`config.mk`:
```
export PLATFORM = sky130hd
export DESIGN_NAME = fft_r4_twiddle_sequencer
export DESIGN_NICKNAME = d
export VERILOG_FILES = /design/src/rtl/fft_r4_twiddle_sequencer.sv
export SDC_FILE = /design/constraint.sdc
export NUM_CORES = 1
export LEC_CHECK = 0
export ABC_AREA = 1
export BUFFER_PORTS_ARGS = -buffer_cell sky130_fd_sc_hd__buf_2
export CAP_MARGIN = 20
export CORE_MARGIN = 1
export CORE_UTILIZATION = 46
export CTS_CLUSTER_DIAMETER = 200
export CTS_CLUSTER_SIZE = 20
export DETAILED_ROUTE_END_ITERATION = 8
export HOLD_SLACK_MARGIN = 0.12
export PLACE_DENSITY = 0.72
export SLEW_MARGIN = 0
export SYNTH_ARGS = -nofsm -noshare
export SYNTH_HDL_FRONTEND = slang
export SYNTH_SLANG_ARGS = --single-unit
```
`constraint.sdc`:
```
create_clock -name clk_i -period 6.15 [get_ports clk_i]
set_clock_uncertainty 0.1 [all_clocks]
set_input_delay 0.615 -clock clk_i [delete_from_list [all_inputs] [get_ports clk_i]]
set_output_delay 0.615 -clock clk_i [all_outputs]
set_load 0.02 [all_outputs]
```
`src/rtl/fft_r4_twiddle_sequencer.sv`:
```
// Radix-4 DIF FFT address sequencer: per beat emits sample address and twiddle exponent, stage by stage.
// Latency: first beat registered one cycle after start is taken; DRAIN_CYC idle cycles between stages.
// Backpressure: outputs hold while out_ready_i=0. Optional tw_unity_o port under FFT_TW_UNITY_EN.
module fft_r4_twiddle_sequencer #(
    parameter int LOG4N     = 3,
    parameter int DRAIN_CYC = 4,
    parameter int STW       = 2
) (
    input  logic                 clk_i,
    input  logic                 rst_ni,
    input  logic                 start_i,
    output logic                 busy_o,
    output logic                 done_o,
    output logic                 out_valid_o,
    input  logic                 out_ready_i,
    output logic [STW-1:0]       stage_o,
    output logic [2*LOG4N-1:0]   samp_addr_o,
    output logic [2*LOG4N-1:0]   tw_addr_o,
    output logic                 last_in_stage_o
`ifdef FFT_TW_UNITY_EN
    ,
    output logic                 tw_unity_o
`endif
);

    localparam int AW = 2 * LOG4N;
    localparam int N  = 1 << AW;
    localparam int DW = (DRAIN_CYC > 1) ? $clog2(DRAIN_CYC) : 1;

    typedef enum logic [1:0] {S_IDLE, S_RUN, S_DRAIN, S_DONE} state_t;

    state_t          state_q, state_d;
    logic [AW-1:0]   c_q, c_d;
    logic [STW-1:0]  s_q, s_d;
    logic [DW-1:0]   drain_q, drain_d;
    logic            busy_q, busy_d;
    logic            done_q, done_d;
    logic            vld_q, vld_d;
    logic [AW-1:0]   samp_q, samp_d;
    logic [AW-1:0]   tw_q, tw_d;
    logic            last_q, last_d;
    logic            load;

    // Sample address swaps the q digit (c[1:0]) above the j field: c = {g,j,q} -> {g,q,j}.
    function automatic logic [AW-1:0] samp_of(input logic [AW-1:0] c, input logic [STW-1:0] s);
        logic [AW-1:0] r;
        int            jw;
        r = c;
        for (int k = 0; k < LOG4N; k++) begin
            if (s == STW'(k)) begin
                jw = 2 * (LOG4N - 1 - k);
                r  = ((c >> (jw + 2)) << (jw + 2))
                   | (AW'(c[1:0]) << jw)
                   | ((c >> 2) & ((AW'(1) << jw) - AW'(1)));
            end
        end
        return r;
    endfunction

    // Twiddle exponent q*j scaled by 4^s; AW-bit arithmetic gives the mod-N wrap for free.
    function automatic logic [AW-1:0] tw_of(input logic [AW-1:0] c, input logic [STW-1:0] s);
        logic [AW-1:0] r;
        logic [AW-1:0] j;
        int            jw;
        r = '0;
        for (int k = 0; k < LOG4N; k++) begin
            if (s == STW'(k)) begin
                jw = 2 * (LOG4N - 1 - k);
                j  = (c >> 2) & ((AW'(1) << jw) - AW'(1));
                r  = (AW'(c[1:0]) * j) << (2 * k);
            end
        end
        return r;
    endfunction

    always_comb begin
        state_d = state_q;
        c_d     = c_q;
        s_d     = s_q;
        drain_d = drain_q;
        busy_d  = busy_q;
        done_d  = 1'b0;
        vld_d   = vld_q;
        load    = 1'b0;
        case (state_q)
            S_IDLE: begin
                busy_d = 1'b0;
                vld_d  = 1'b0;
                if (start_i) begin
                    state_d = S_RUN;
                    c_d     = '0;
                    s_d     = '0;
                    busy_d  = 1'b1;
                    vld_d   = 1'b1;
                    load    = 1'b1;
                end
            end
            S_RUN: begin
                if (out_ready_i) begin
                    if (c_q == AW'(N - 1)) begin
                        c_d = '0;
                        if (DRAIN_CYC == 0) begin
                            if (s_q == STW'(LOG4N - 1)) begin
                                state_d = S_DONE;
                                busy_d  = 1'b0;
                                done_d  = 1'b1;
                                vld_d   = 1'b0;
                            end else begin
                                s_d  = s_q + STW'(1);
                                load = 1'b1;
                            end
                        end else begin
                            state_d = S_DRAIN;
                            drain_d = '0;
                            vld_d   = 1'b0;
                        end
                    end else begin
                        c_d  = c_q + AW'(1);
                        load = 1'b1;
                    end
                end
            end
            S_DRAIN: begin
                if (drain_q == DW'(DRAIN_CYC - 1)) begin
                    if (s_q == STW'(LOG4N - 1)) begin
                        state_d = S_DONE;
                        busy_d  = 1'b0;
                        done_d  = 1'b1;
                    end else begin
                        state_d = S_RUN;
                        s_d     = s_q + STW'(1);
                        vld_d   = 1'b1;
                        load    = 1'b1;
                    end
                end else begin
                    drain_d = drain_q + DW'(1);
                end
            end
            S_DONE: begin
                state_d = S_IDLE;
                busy_d  = 1'b0;
            end
            default: state_d = S_IDLE;
        endcase
        samp_d = load ? samp_of(c_d, s_d) : samp_q;
        tw_d   = load ? tw_of(c_d, s_d) : tw_q;
        last_d = load ? (c_d == AW'(N - 1)) : last_q;
    end

    always_ff @(posedge clk_i or negedge rst_ni) begin
        if (!rst_ni) begin
            state_q <= S_IDLE;
            c_q     <= '0;
            s_q     <= '0;
            drain_q <= '0;
            busy_q  <= 1'b0;
            done_q  <= 1'b0;
            vld_q   <= 1'b0;
            samp_q  <= '0;
            tw_q    <= '0;
            last_q  <= 1'b0;
        end else begin
            state_q <= state_d;
            c_q     <= c_d;
            s_q     <= s_d;
            drain_q <= drain_d;
            busy_q  <= busy_d;
            done_q  <= done_d;
            vld_q   <= vld_d;
            samp_q  <= samp_d;
            tw_q    <= tw_d;
            last_q  <= last_d;
        end
    end

`ifdef FFT_TW_UNITY_EN
    logic unity_q, unity_d;

    always_comb begin
        unity_d = unity_q;
        if (load) unity_d = (tw_d == '0);
    end

    always_ff @(posedge clk_i or negedge rst_ni) begin
        if (!rst_ni) unity_q <= 1'b0;
        else         unity_q <= unity_d;
    end

    assign tw_unity_o = unity_q;
`endif

    assign busy_o          = busy_q;
    assign done_o          = done_q;
    assign out_valid_o     = vld_q;
    assign stage_o         = s_q;
    assign samp_addr_o     = samp_q;
    assign tw_addr_o       = tw_q;
    assign last_in_stage_o = last_q;

endmodule
```
==> flow_summary_export.csv <==
group,metric,value,unit
critical_path,arrival,3020,ps
place,post-dp-hpwl,2904,um
timing,setup_viol,0,
die,start_util,49.04,%
yosys,synth_cell_types,31,
timing,hold_viol,0,
yosys,synth_fp_nets,251,
grt,grt_overflow_total,0,
timing,drv_slew,0,
yosys,synth_enable_flop_cells,0,
critical_path,reg2regPathDepth,18,
die,die_h,65.41,um
timing,worstMarginPinSlew,626.4,ps
yosys,synth_most_common_cell,"nand2_1",
clocking,cts.sinks,28,
yosys,ys_ff_latch,28,
worst_hold_path,hold_path_class,"input port to async pin",
power,power,0.7613,mW
final_layout,fin_util,54.71,%
detailed_routing,vias_per_cell,5.128,
final_layout,final_cell_area,2063,um2
place,gp_congestion,0.8932,
critical_path,cp.required,6230,ps
detailed_routing,wl_per_cell,12.14,um
grt,grt_util_all_layers,19.58,%
yosys,synth_common_cells,"nand2_1, dfrtp_1, inv_1",
critical_path,worstSetupPathType,"register to register",
yosys,async_flop_share,100.0,%
final_layout,area_delta_synth_final,11.57,%
critical_path,startpoint,"state_q[0]$_DFFE_PN0P_",
critical_path,cp_max_fo,8,
clocking,cts_inserted_buffers,3,
final_layout,n_antenna_cell,0,
clocking,clk_pin_slew,100,ps
critical_path,r2r-end,"tw_addr_o[5]$_DFFE_PN0P_",
detailed_routing,antenna_left,0,
yosys,ys.flop_type,"dfrtp_1",
clocking,cts.repair.resized,0,
yosys,synth_cells,234,
clocking,cts_tree,"built",
die,core-area,3771,um2
grt,grt_pass1_vias,1424,
critical_path,r2r_slack,3210,ps
power,ir_worst_vdd,180.7,uV
die,rows,22,
timing,fin_setup_tns,0,ps
critical_path,critPathLaunchType,"register",
die,top_level_ports,22,
yosys,synth_top_area_share,37.89,%
yosys,ys_seq_area_share,37.89,%
power,power_density,369.0,nW/um2
detailed_routing,drt_pass1_iterations,4,
detailed_routing,totalWireLength,3702,um
die,die_x,65.41,um
critical_path,cp-endpoint,"tw_addr_o[5]$_DFFE_PN0P_",
clocking,clock_latency,280,ps
critical_path,worst_r2r_startpoint,"state_q[0]$_DFFE_PN0P_",
grt,grt_max_degree,29,
critical_path,crit_path_end_kind,"register",
timing,fmax,340.6,MHz
clocking,cts_setup_buffers,0,
clocking,cts_buffer_depth,2,
yosys,synth_area_leaders,"dfrtp_1, nand2_1, ha_1, inv_1, nand3_1",
yosys,netlist_area,1849,um2
place,io_buffers,21,
run,drv_cap,0,
final_layout,n_fill_cell,340,
detailed_routing,drt_iter0_markers,90,
yosys,yosysTopAreaCell,"dfrtp_1",
yosys,yosys_warnings,0,
timing,rsz0062_at_grt,"no",
outcome,status,"complete, no violations",
place,placed_area,1992,um2
final_layout,layout.nets,275,
timing,period_minus_slack,2936,ps
clocking,root_buffer,"clkbuf_8",
clocking,postCtsHoldBufs,0,
power,p_leak,1.158,nW
grt,grt_pass1_wl,6423,um
die,dieArea,4278,um2
final_layout,drive_gt1_share,22.96,%
detailed_routing,dr_total_vias,1564,
timing,slew_headroom,58.24,%
timing,fin_crit_sh,47.74,%
detailed_routing,route.detailed.drc,0,
grt,antenna_found_initial,0,
yosys,postSynthAreaPerCell,7.903,um2
clocking,htree_levels,1,
[per-stage QoR]
stage,std cells,hold WS [ps],setup slack (ps)
finish,305,241.3,3214
global route,305,290.9,2944
CTS,305,261.5,3249
detailed placement,301,364.0,3240
global placement,301,360.8,3253
floorplan,234,219.4,3566
[per-layer routing]
metal	wire length (um)	GRT usage, %	part of all wire [%]
met5	0	0	0
met3	154	2.604	4.2
met4	66	8.152	1.8
met2	1650	30.15	45
met1	1830	27.54	49
[cell families after synthesis]
kind of cell,after synthesis,share of synthesized area (%)
simple gates,114,28.49
buf+inv,39,8.863
compound gates,38,14.61
flops,28,37.89
fa+ha+maj,13,9.201
xor+xnor,2,0.9474
[critical path, stage by stage, from the launching register on]
cell and delay [ps]:
dfrtp_1 430, inv_1 100, ha_1 250, nand2_1 210, nand2_2 100, inv_2 90, o21ai_2 70, nand2_1 90
nand2_2 110, nand2_1 80, inv_1 50, ha_1 240, fa_1 450, a21oi_1 210, a21oi_1 60, nand3_1 60
nand2_1 50, nand2_1 50, nand2_1 40
[flip-flops by register name (all words and copies together) (netlist names)]
signal and count:
c_q 6, last_in_stage_o 1, busy_o 1, done_o 1, drain_q 2, samp_addr_o 6, state_q 2, tw_addr_o 6
out_valid_o 1, stage_o 2
[layout by cell type, fill, tap and decap left out, drive strengths merged, types with 3 or more instances in the layout]
master | synthesis | layout
a21oi | 10 | 10
clkbuf | 0 | 3
o31ai | 4 | 4
nand2 | 82 | 82
ha | 12 | 12
nor2 | 14 | 14
dfrtp | 28 | 28
buf | 2 | 21
nand3 | 15 | 15
o21ai | 17 | 17
inv | 36 | 36
[report_power, final]
| group | internal [mW] | switching (mW) | leakage, nW | total, mW |
|---|---|---|---|---|
| clock | 0.0872 | 0.0592 | 0.0357 | 0.146 |
| combinational | 0.113 | 0.253 | 0.742 | 0.366 |
| sequential | 0.221 | 0.0279 | 0.379 | 0.249 |
| total | 0.421 | 0.340 | 1.16 | 0.761 |
[cell type report]
type	instances	area, um2	area share, %
timing repair buffer	21	105.1	5.094
sequential	28	700.7	33.96
clock inverter	1	30.03	1.455
multi-input combinational	167	984.7	47.73
clock buffer	3	41.29	2.001
tap	48	60.06	2.911
inverter	37	141.4	6.853
[worst min path at each step]
stage,cells past startpoint,to,start
finish,1,drain_q[1]$_DFFE_PN0P_,rst_ni
global route,1,drain_q[0]$_DFFE_PN0P_,rst_ni
CTS,1,drain_q[1]$_DFFE_PN0P_,rst_ni
detailed placement,2,tw_addr_o[4]$_DFFE_PN0P_,tw_addr_o[4]$_DFFE_PN0P_
global placement,2,samp_addr_o[3]$_DFFE_PN0P_,samp_addr_o[3]$_DFFE_PN0P_
floorplan,0,busy_o$_DFFE_PN0P_,rst_ni
(Power assumes the default switching activity.)
